===== src/rtl/main_fsm.sv =====
// HUB75 1/16-scan controller for a 32x32 panel: shifts, blanks, latches and lights
// each row pair while generating the fixed crane-game frame from the scan counters.
module main_fsm #(
    parameter int unsigned COLS      = 32,
    parameter int unsigned ON_CYCLES = 64,
    parameter int unsigned CLAW_COL  = 16
) (
    input  logic       slowClk1,
    input  logic       reset,
    input  logic       en,
    output logic [3:0] row_out,
    output logic [2:0] rgb0,
    output logic [2:0] rgb1,
    output logic       clk_out,
    output logic       latch,
    output logic       oe
);

    localparam int unsigned COL_W = $clog2(COLS);
    localparam int unsigned ON_W  = $clog2(ON_CYCLES + 1);

    localparam logic [2:0] IDLE    = 3'd0;
    localparam logic [2:0] SHIFT   = 3'd1;
    localparam logic [2:0] BLANK   = 3'd2;
    localparam logic [2:0] LATCH   = 3'd3;
    localparam logic [2:0] DISPLAY = 3'd4;

    localparam logic [COL_W-1:0] LAST_COL = COL_W'(COLS - 1);
    localparam logic [COL_W-1:0] CLAW     = COL_W'(CLAW_COL);
    localparam logic [ON_W-1:0]  LAST_ON  = ON_W'(ON_CYCLES - 1);

    logic [2:0]       state, state_n;
    logic [3:0]       row, row_n;
    logic [COL_W-1:0] col, col_n;
    logic             phase, phase_n;
    logic [ON_W-1:0]  on_cnt, on_cnt_n;

    logic [3:0] row_out_n;
    logic [2:0] rgb0_n, rgb1_n;
    logic       clk_out_n, latch_n, oe_n;

    // Upper half: green claw line below row 0, blue border on top row and side columns
    function automatic logic [2:0] pix_top(input logic [3:0] r, input logic [COL_W-1:0] c);
        logic [2:0] p;
        p = 3'b000;
        if (c == CLAW && r != 4'd0) begin
            p = 3'b010;
        end else if (r == 4'd0 || c == '0 || c == LAST_COL) begin
            p = 3'b001;
        end
        return p;
    endfunction

    // Lower half: red border on the bottom row and side columns
    function automatic logic [2:0] pix_bot(input logic [3:0] r, input logic [COL_W-1:0] c);
        logic [2:0] p;
        p = 3'b000;
        if (r == 4'd15 || c == '0 || c == LAST_COL) begin
            p = 3'b100;
        end
        return p;
    endfunction

    // Next-state and next-output logic; outputs are derived from the next state so
    // the registered outputs always describe the state being entered.
    always_comb begin
        state_n   = state;
        row_n     = row;
        col_n     = col;
        phase_n   = phase;
        on_cnt_n  = on_cnt;
        row_out_n = row_out;
        rgb0_n    = 3'b000;
        rgb1_n    = 3'b000;
        clk_out_n = 1'b0;
        latch_n   = 1'b0;
        oe_n      = 1'b1;

        if (state != IDLE && !en) begin
            state_n  = IDLE;
            row_n    = 4'd0;
            col_n    = '0;
            phase_n  = 1'b0;
            on_cnt_n = '0;
        end else begin
            case (state)
                IDLE: begin
                    if (en) begin
                        state_n = SHIFT;
                        col_n   = '0;
                        phase_n = 1'b0;
                    end
                end
                SHIFT: begin
                    if (!phase) begin
                        phase_n = 1'b1;
                    end else if (col == LAST_COL) begin
                        state_n = BLANK;
                        phase_n = 1'b0;
                    end else begin
                        col_n   = col + COL_W'(1);
                        phase_n = 1'b0;
                    end
                end
                BLANK: begin
                    state_n = LATCH;
                end
                LATCH: begin
                    state_n  = DISPLAY;
                    on_cnt_n = '0;
                end
                DISPLAY: begin
                    if (on_cnt == LAST_ON) begin
                        state_n  = SHIFT;
                        row_n    = row + 4'd1;
                        col_n    = '0;
                        phase_n  = 1'b0;
                        on_cnt_n = '0;
                    end else begin
                        on_cnt_n = on_cnt + ON_W'(1);
                    end
                end
                default: begin
                    state_n = IDLE;
                end
            endcase
        end

        case (state_n)
            SHIFT: begin
                clk_out_n = phase_n;
                rgb0_n    = pix_top(row_n, col_n);
                rgb1_n    = pix_bot(row_n, col_n);
            end
            BLANK: begin
                row_out_n = row_n;
            end
            LATCH: begin
                latch_n = 1'b1;
            end
            DISPLAY: begin
                oe_n = 1'b0;
            end
            default: begin
            end
        endcase
    end

    always_ff @(posedge slowClk1 or negedge reset) begin
        if (!reset) begin
            state   <= IDLE;
            row     <= 4'd0;
            col     <= '0;
            phase   <= 1'b0;
            on_cnt  <= '0;
            row_out <= 4'd0;
            rgb0    <= 3'b000;
            rgb1    <= 3'b000;
            clk_out <= 1'b0;
            latch   <= 1'b0;
            oe      <= 1'b1;
        end else begin
            state   <= state_n;
            row     <= row_n;
            col     <= col_n;
            phase   <= phase_n;
            on_cnt  <= on_cnt_n;
            row_out <= row_out_n;
            rgb0    <= rgb0_n;
            rgb1    <= rgb1_n;
            clk_out <= clk_out_n;
            latch   <= latch_n;
            oe      <= oe_n;
        end
    end

endmodule


===== config.mk =====
export PLATFORM = sky130hd
export DESIGN_NAME = main_fsm
export DESIGN_NICKNAME = d
export VERILOG_FILES = /design/src/rtl/main_fsm.sv
export SDC_FILE = /design/constraint.sdc
export NUM_CORES = 1
export LEC_CHECK = 0
export BUFFER_PORTS_ARGS = -buffer_cell sky130_fd_sc_hd__buf_2
export CAP_MARGIN = 20
export CORE_UTILIZATION = 56
export CTS_BUF_LIST = sky130_fd_sc_hd__clkbuf_16
export DETAILED_ROUTE_END_ITERATION = 12
export GPL_ROUTABILITY_DRIVEN = 0
export PLACE_DENSITY = 0.76
export SLEW_MARGIN = 25
export SYNTH_ARGS = -nofsm -noshare
export SYNTH_HDL_FRONTEND = slang
export SYNTH_SLANG_ARGS = --single-unit

===== constraint.sdc =====
create_clock -name slowClk1 -period 2.52 [get_ports slowClk1]
set_clock_uncertainty 0.15 [all_clocks]
set_input_delay 0.504 -clock slowClk1 [delete_from_list [all_inputs] [get_ports slowClk1]]
set_output_delay 0.504 -clock slowClk1 [all_outputs]
set_load 0.01 [all_outputs]

Word-level counts from Yosys, hierarchy flattened:

Cells that the tools add are included.

* register bits after elaboration: 33

* add/sub/neg operators: 3
* equal/unequal tests: 13
* muxes and demuxes: 31
* reduce and logical (&&, ||, !) cells: 13

Operators by type and width (number)
* $mux W5: 5
* $mux W3: 7
* $eq A5 B5 Y1 const B: 3
* $pmux W3 S5: 1
* $pmux W5 S3: 1
* $mux W7: 2
* $pmux W7 S2: 1
* $eq A3 B2 Y1 const B: 4
* $mux W4: 3
* $mux W1: 8
* $add A7 B1 Y7 const B: 1
* $eq A7 B6 Y1 const B: 1
* $eq A3 B1 Y1 const B: 2
* $eq A3 B3 Y1 const B: 2
* $reduce_bool A3 Y1: 2
* $add A5 B1 Y5 const B: 1
* $logic_not A5 Y1: 1
* $add A4 B1 Y4 const B: 1
* $eq A4 B4 Y1 const B: 1
* $logic_not A4 Y1: 1
* $logic_or A1 B1 Y1: 4
* $mux W2: 2
* $reduce_bool A4 Y1: 1
* $logic_not A3 Y1: 1
* 3 further kinds: 4

Logic depth before layout (Yosys ltp):

* word-level depth: 11
* mapped depth: 9

Worst setup path after synthesis:

OpenSTA, ideal clock, no wires.

* path type: flip-flop to flip-flop
* start: register on_cnt[0]
* end: register rgb0[1]
* setup time: 0.127 ns
* arrival: 2.028 ns
* required time: 2.243 ns
* path slack: 0.215 ns
* stages on the path, launching flop included: 9
* cell sequence: dfrtp_1 > ha_1 > nand4_4 > nor4_4 > nand4_1 > xor2_1 > nor2_4 > or4_4 > nor4b_4

* cells in the longest elaborated chain, start to end: 8

RTL lines
* start, declared: line 36 `logic [ON_W-1:0] on_cnt, on_cnt_n;`
* start signal, assigned: line 167 `on_cnt <= on_cnt_n;`
* $eq A7 B6 Y1: line 113 `if (on_cnt == LAST_ON) begin`
* $mux W4: line 113
* $mux W4: line 86 `case (state)`
* $mux W4: line 79 `if (state != IDLE && !en) begin`
* net row_n[3]: line 33 `logic [3:0] row, row_n;`
* $reduce_bool A4 Y1: line 46 `if (c == CLAW && r != 4'd0) begin`
* $logic_and A1 B1 Y1: line 46
* $mux W2: line 46
* $mux W2: line 129 `case (state_n)`
* net rgb0_n[1]: line 39 `logic [2:0] rgb0_n, rgb1_n;`
* end signal, assigned: line 169 `rgb0 <= rgb0_n;`
* end, declared: line 12 `output logic [2:0] rgb0,`

The timed path passes the listed nets, and every way through them passes these cells.
A chain may end at the register's enable or synchronous reset.

Final worst setup path:

* start: register state[0]
* end: register rgb0[1]

* cells in the longest elaborated chain, start to end: 7

RTL lines
* start, declared: line 32 `logic [2:0] state, state_n;`
* start signal, assigned: line 163 `state <= state_n;`
* $eq A3 B3 Y1 or $reduce_bool A3 Y1 (tied branches): line 86, 79
* $mux W4 or $logic_and A1 B1 Y1 (tied branches): line 86, 79
* $mux W4 (*): line 79
* net row_n[0]: line 33
* $reduce_bool A4 Y1 (*): line 46
* $logic_and A1 B1 Y1 (*): line 46
* $mux W2 (*): line 46
* $mux W2 (*): line 129
* net rgb0_n[1]: line 39

Mark *: on every way through the listed nets, which the timed path passes. The rest lies on a longest branch.

==> results.yml <==
cts:
  clock_latency_ps: 270
  htree_levels: 2
  clkTransAtPathRegs_ps: 50
  clock_sinks: 30
  cts_tree: "built"
  clock-root-buffer: "clkbuf_16"
  clock_path_buffers: 2
  cts_made_buffers: 5
synth:
  synth_area_leaders: "dfrtp_1, nand2_1, nor2_1, o21ai_0, a21oi_1"
  yosysWarnings: 0
  synth_top_area_share: 0.435
  ys_seq_elements: 30
  yosysTopAreaCell: "dfrtp_1"
  synth_seq_area_share: 0.451
  synth-edff-count: 0
  yosysUniqueCellTypes: 53
  synth_cells: 170
  synthArstFlopShare: 1.00
  synth.avg_cell_area_um2: 9.81
  syn_area_mm2: 0.00167
  synth-main-ff-cell: "dfrtp_1"
critical_path:
  crit_family: "simple AND/OR/NAND/NOR gates"
  critPathArrivalTime_ps: 2550
  cpMostUsedCell: "buf_4"
  critPathCaptureType: "register"
  critPathKind: "reg -> reg"
  cp_num_buf_inv: 2
  crit_slowest_cell: "or4_4"
  cpPeakStageDelay_ps: 570
  cp_cell_sequence: "or3b_4 > nor4_4 > buf_4 > buf_4 > xnor2_2 > nor2_2 > or4_4 > nor4b_4"
  path_depth: 8
  crit_fanout: 3
  rr_worst_depth: 8
  start_kind: "register"
  required_ps: 2520
power_and_ir_drop:
  irDropWorstVdd_mv: 0.978
  p_leak_nw: 0.902
  p_per_area_mw_per_mm2: 799
final_layout:
  layout_common_cells: "dfrtp_1, nand2_1, nor2_1, buf_2, o21ai_0"
  final.fill_count: 198
  seq_area_um2: 752
  nets: 198
  drive_gt1_frac: 0.238
  multi_input_area_um2: 883
  layout_commonest_cell: "dfrtp_1"
  syn_to_final_growth_pct: 17.9
  design_area_mm2: 0.00197
  antennaDiodeCount: 0
drt:
  wl_per_cell_um: 15.7
  via_per_inst: 5.95
  first_pass_iters: 4
  drtIter0Drc: 65
  wirelength_um: 3510
  drc: 0
  ant_nets: 0
  vias: 1332
floorplanning:
  die_x_um: 56.6
  die_h_um: 56.6
  die_area_mm2: 0.00320
  initial_utilization: 0.600
  core_mm2: 0.00278
  rows: 19
  ios: 16
grt:
  grt_max_degree: 31
  grt-ovfl-total: 0
  grt_pass1_wl_um: 5860
  grt_pass1_vias: 1249
  antenna_found_initial: 0
  grt_usage: 0.246
timing:
  relSlewSlack: 0.562
  setup-violations-final: 2
  worst_pin_slew_ps: 656
  fin_crit_sh: 1.01
  maxSlewViolCount: 0
  min_period_ps: 2550
  fmax_mhz: 393
  hold_viol: 0
  rsz0062_at_grt: "true"
  fin_hold_ws_ps: 110
  setup_slack_ps: -25.2
outcome:
  violations: "negative setup slack"
  status: "finished with violations"
placement:
  hpwl_um: 2530
  pre_cts_ws_ps: 11.1
  port_buffers: 12
  post_dp_cell_area_mm2: 0.00175
hold_path:
  hp-class: "in -> async"
run:
  drv_cap: 0
where the power goes:
part           total [W]  switching, W  leakage (nW)  internal (W)
logic           0.000441      0.000289         0.424      0.000152
registers       0.000581     0.0000434         0.406      0.000538
clock network   0.000548      0.000193        0.0724      0.000355
Yosys cell counts, types with 2 or more instances:
master and instances:
a2bb2oi_1 2, clkbuf_1 2, mux2i_1 2, a21oi_1 10
nand4b_1 2, ha_1 3, buf_2 3, and2_1 2
nor3_1 2, and4_1 2, nor2_1 16, nor2_2 4
inv_1 5, dfrtp_1 29, buf_4 3, a22oi_1 2
nand2b_1 4, o21ai_0 11, o22ai_1 2, nor4_1 2
a31oi_1 2, nand4_1 2, o41ai_1 2, or2_1 2
mux2_1 4, xor2_1 2, nand3_1 3, nand2_1 19
o21ai_1 2
kinds of logic after synthesis:
logic type | share of synthesized area
xor gates and xnor gates | 0.0158
DFF | 0.451
AOI/OAI and AO/OA | 0.157
muxes | 0.0390
and+or+nand+nor | 0.262
other | 0.00225
adders and majority gates | 0.0285
buffers and inverters | 0.0450
layout make-up:
class,count,share of cell area
Multi-Input combinational cell,128,0.449
Clock inverter,3,0.00637
Clock buffer,5,0.0637
Inverter,5,0.00955
Sequential cell,30,0.383
Timing Repair Buffer,22,0.0687
Tap cell,31,0.0197
metrics by stage:
stage               utilization  std cells  TNS, ps  power [W]
floorplan                     -        172        0   0.000897
global placement          0.628        210        0   0.000978
detailed placement        0.628        210        0    0.00100
CTS                       0.681        218        0    0.00156
global route              0.707        224     -150    0.00166
finish                    0.707        224    -31.3    0.00157
what timing repair did:
action | in CTS | in global routing
hold buffers | 0 | 0
pin swaps | 0 | 8
gates resized for setup | 1 | 4
hold endpoints to repair | 0 | 0
buffers inserted | 0 | 6
setup endpoints to repair | 1 | 3
final timing paths:
kind | endpoint | slack (ps) | startpoint
setup / recovery | rgb0[1] | -30 | state[0]
hold / removal | on_cnt[3] | 110 | reset
setup reg to reg | rgb0[1] | -30 | state[0]
hold reg to reg | row_out[2] | 330 | row_out[2]
max in group asynchronous | col[4] | 1680 | reset
min in group slowClk1 | row_out[2] | 330 | row_out[2]
per-layer routing:
layer  vias up  part of all wire  global-route usage
li1        648                 -                   -
met1       644              0.45               0.310
met2        35              0.49               0.400
met3         5             0.040              0.0622
met4         0             0.016               0.105
met5         -                 0                   0
worst reg2reg max path: stages (launching register included):
cell and delay [ps]:
dfrtp_1 370, or3b_4 430, nor4_4 270, buf_4 180, buf_4 110, xnor2_2 120, nor2_2 80, or4_4 570
nor4b_4 150
registers in the layout, summed over array words and instances (netlist names):
name,count
col,5
phase,1
clk_out,1
rgb0,2
state,3
latch,1
on_cnt,7
row_out,4
oe,1
rgb1,1
row,4
(Power assumes the default switching activity.)
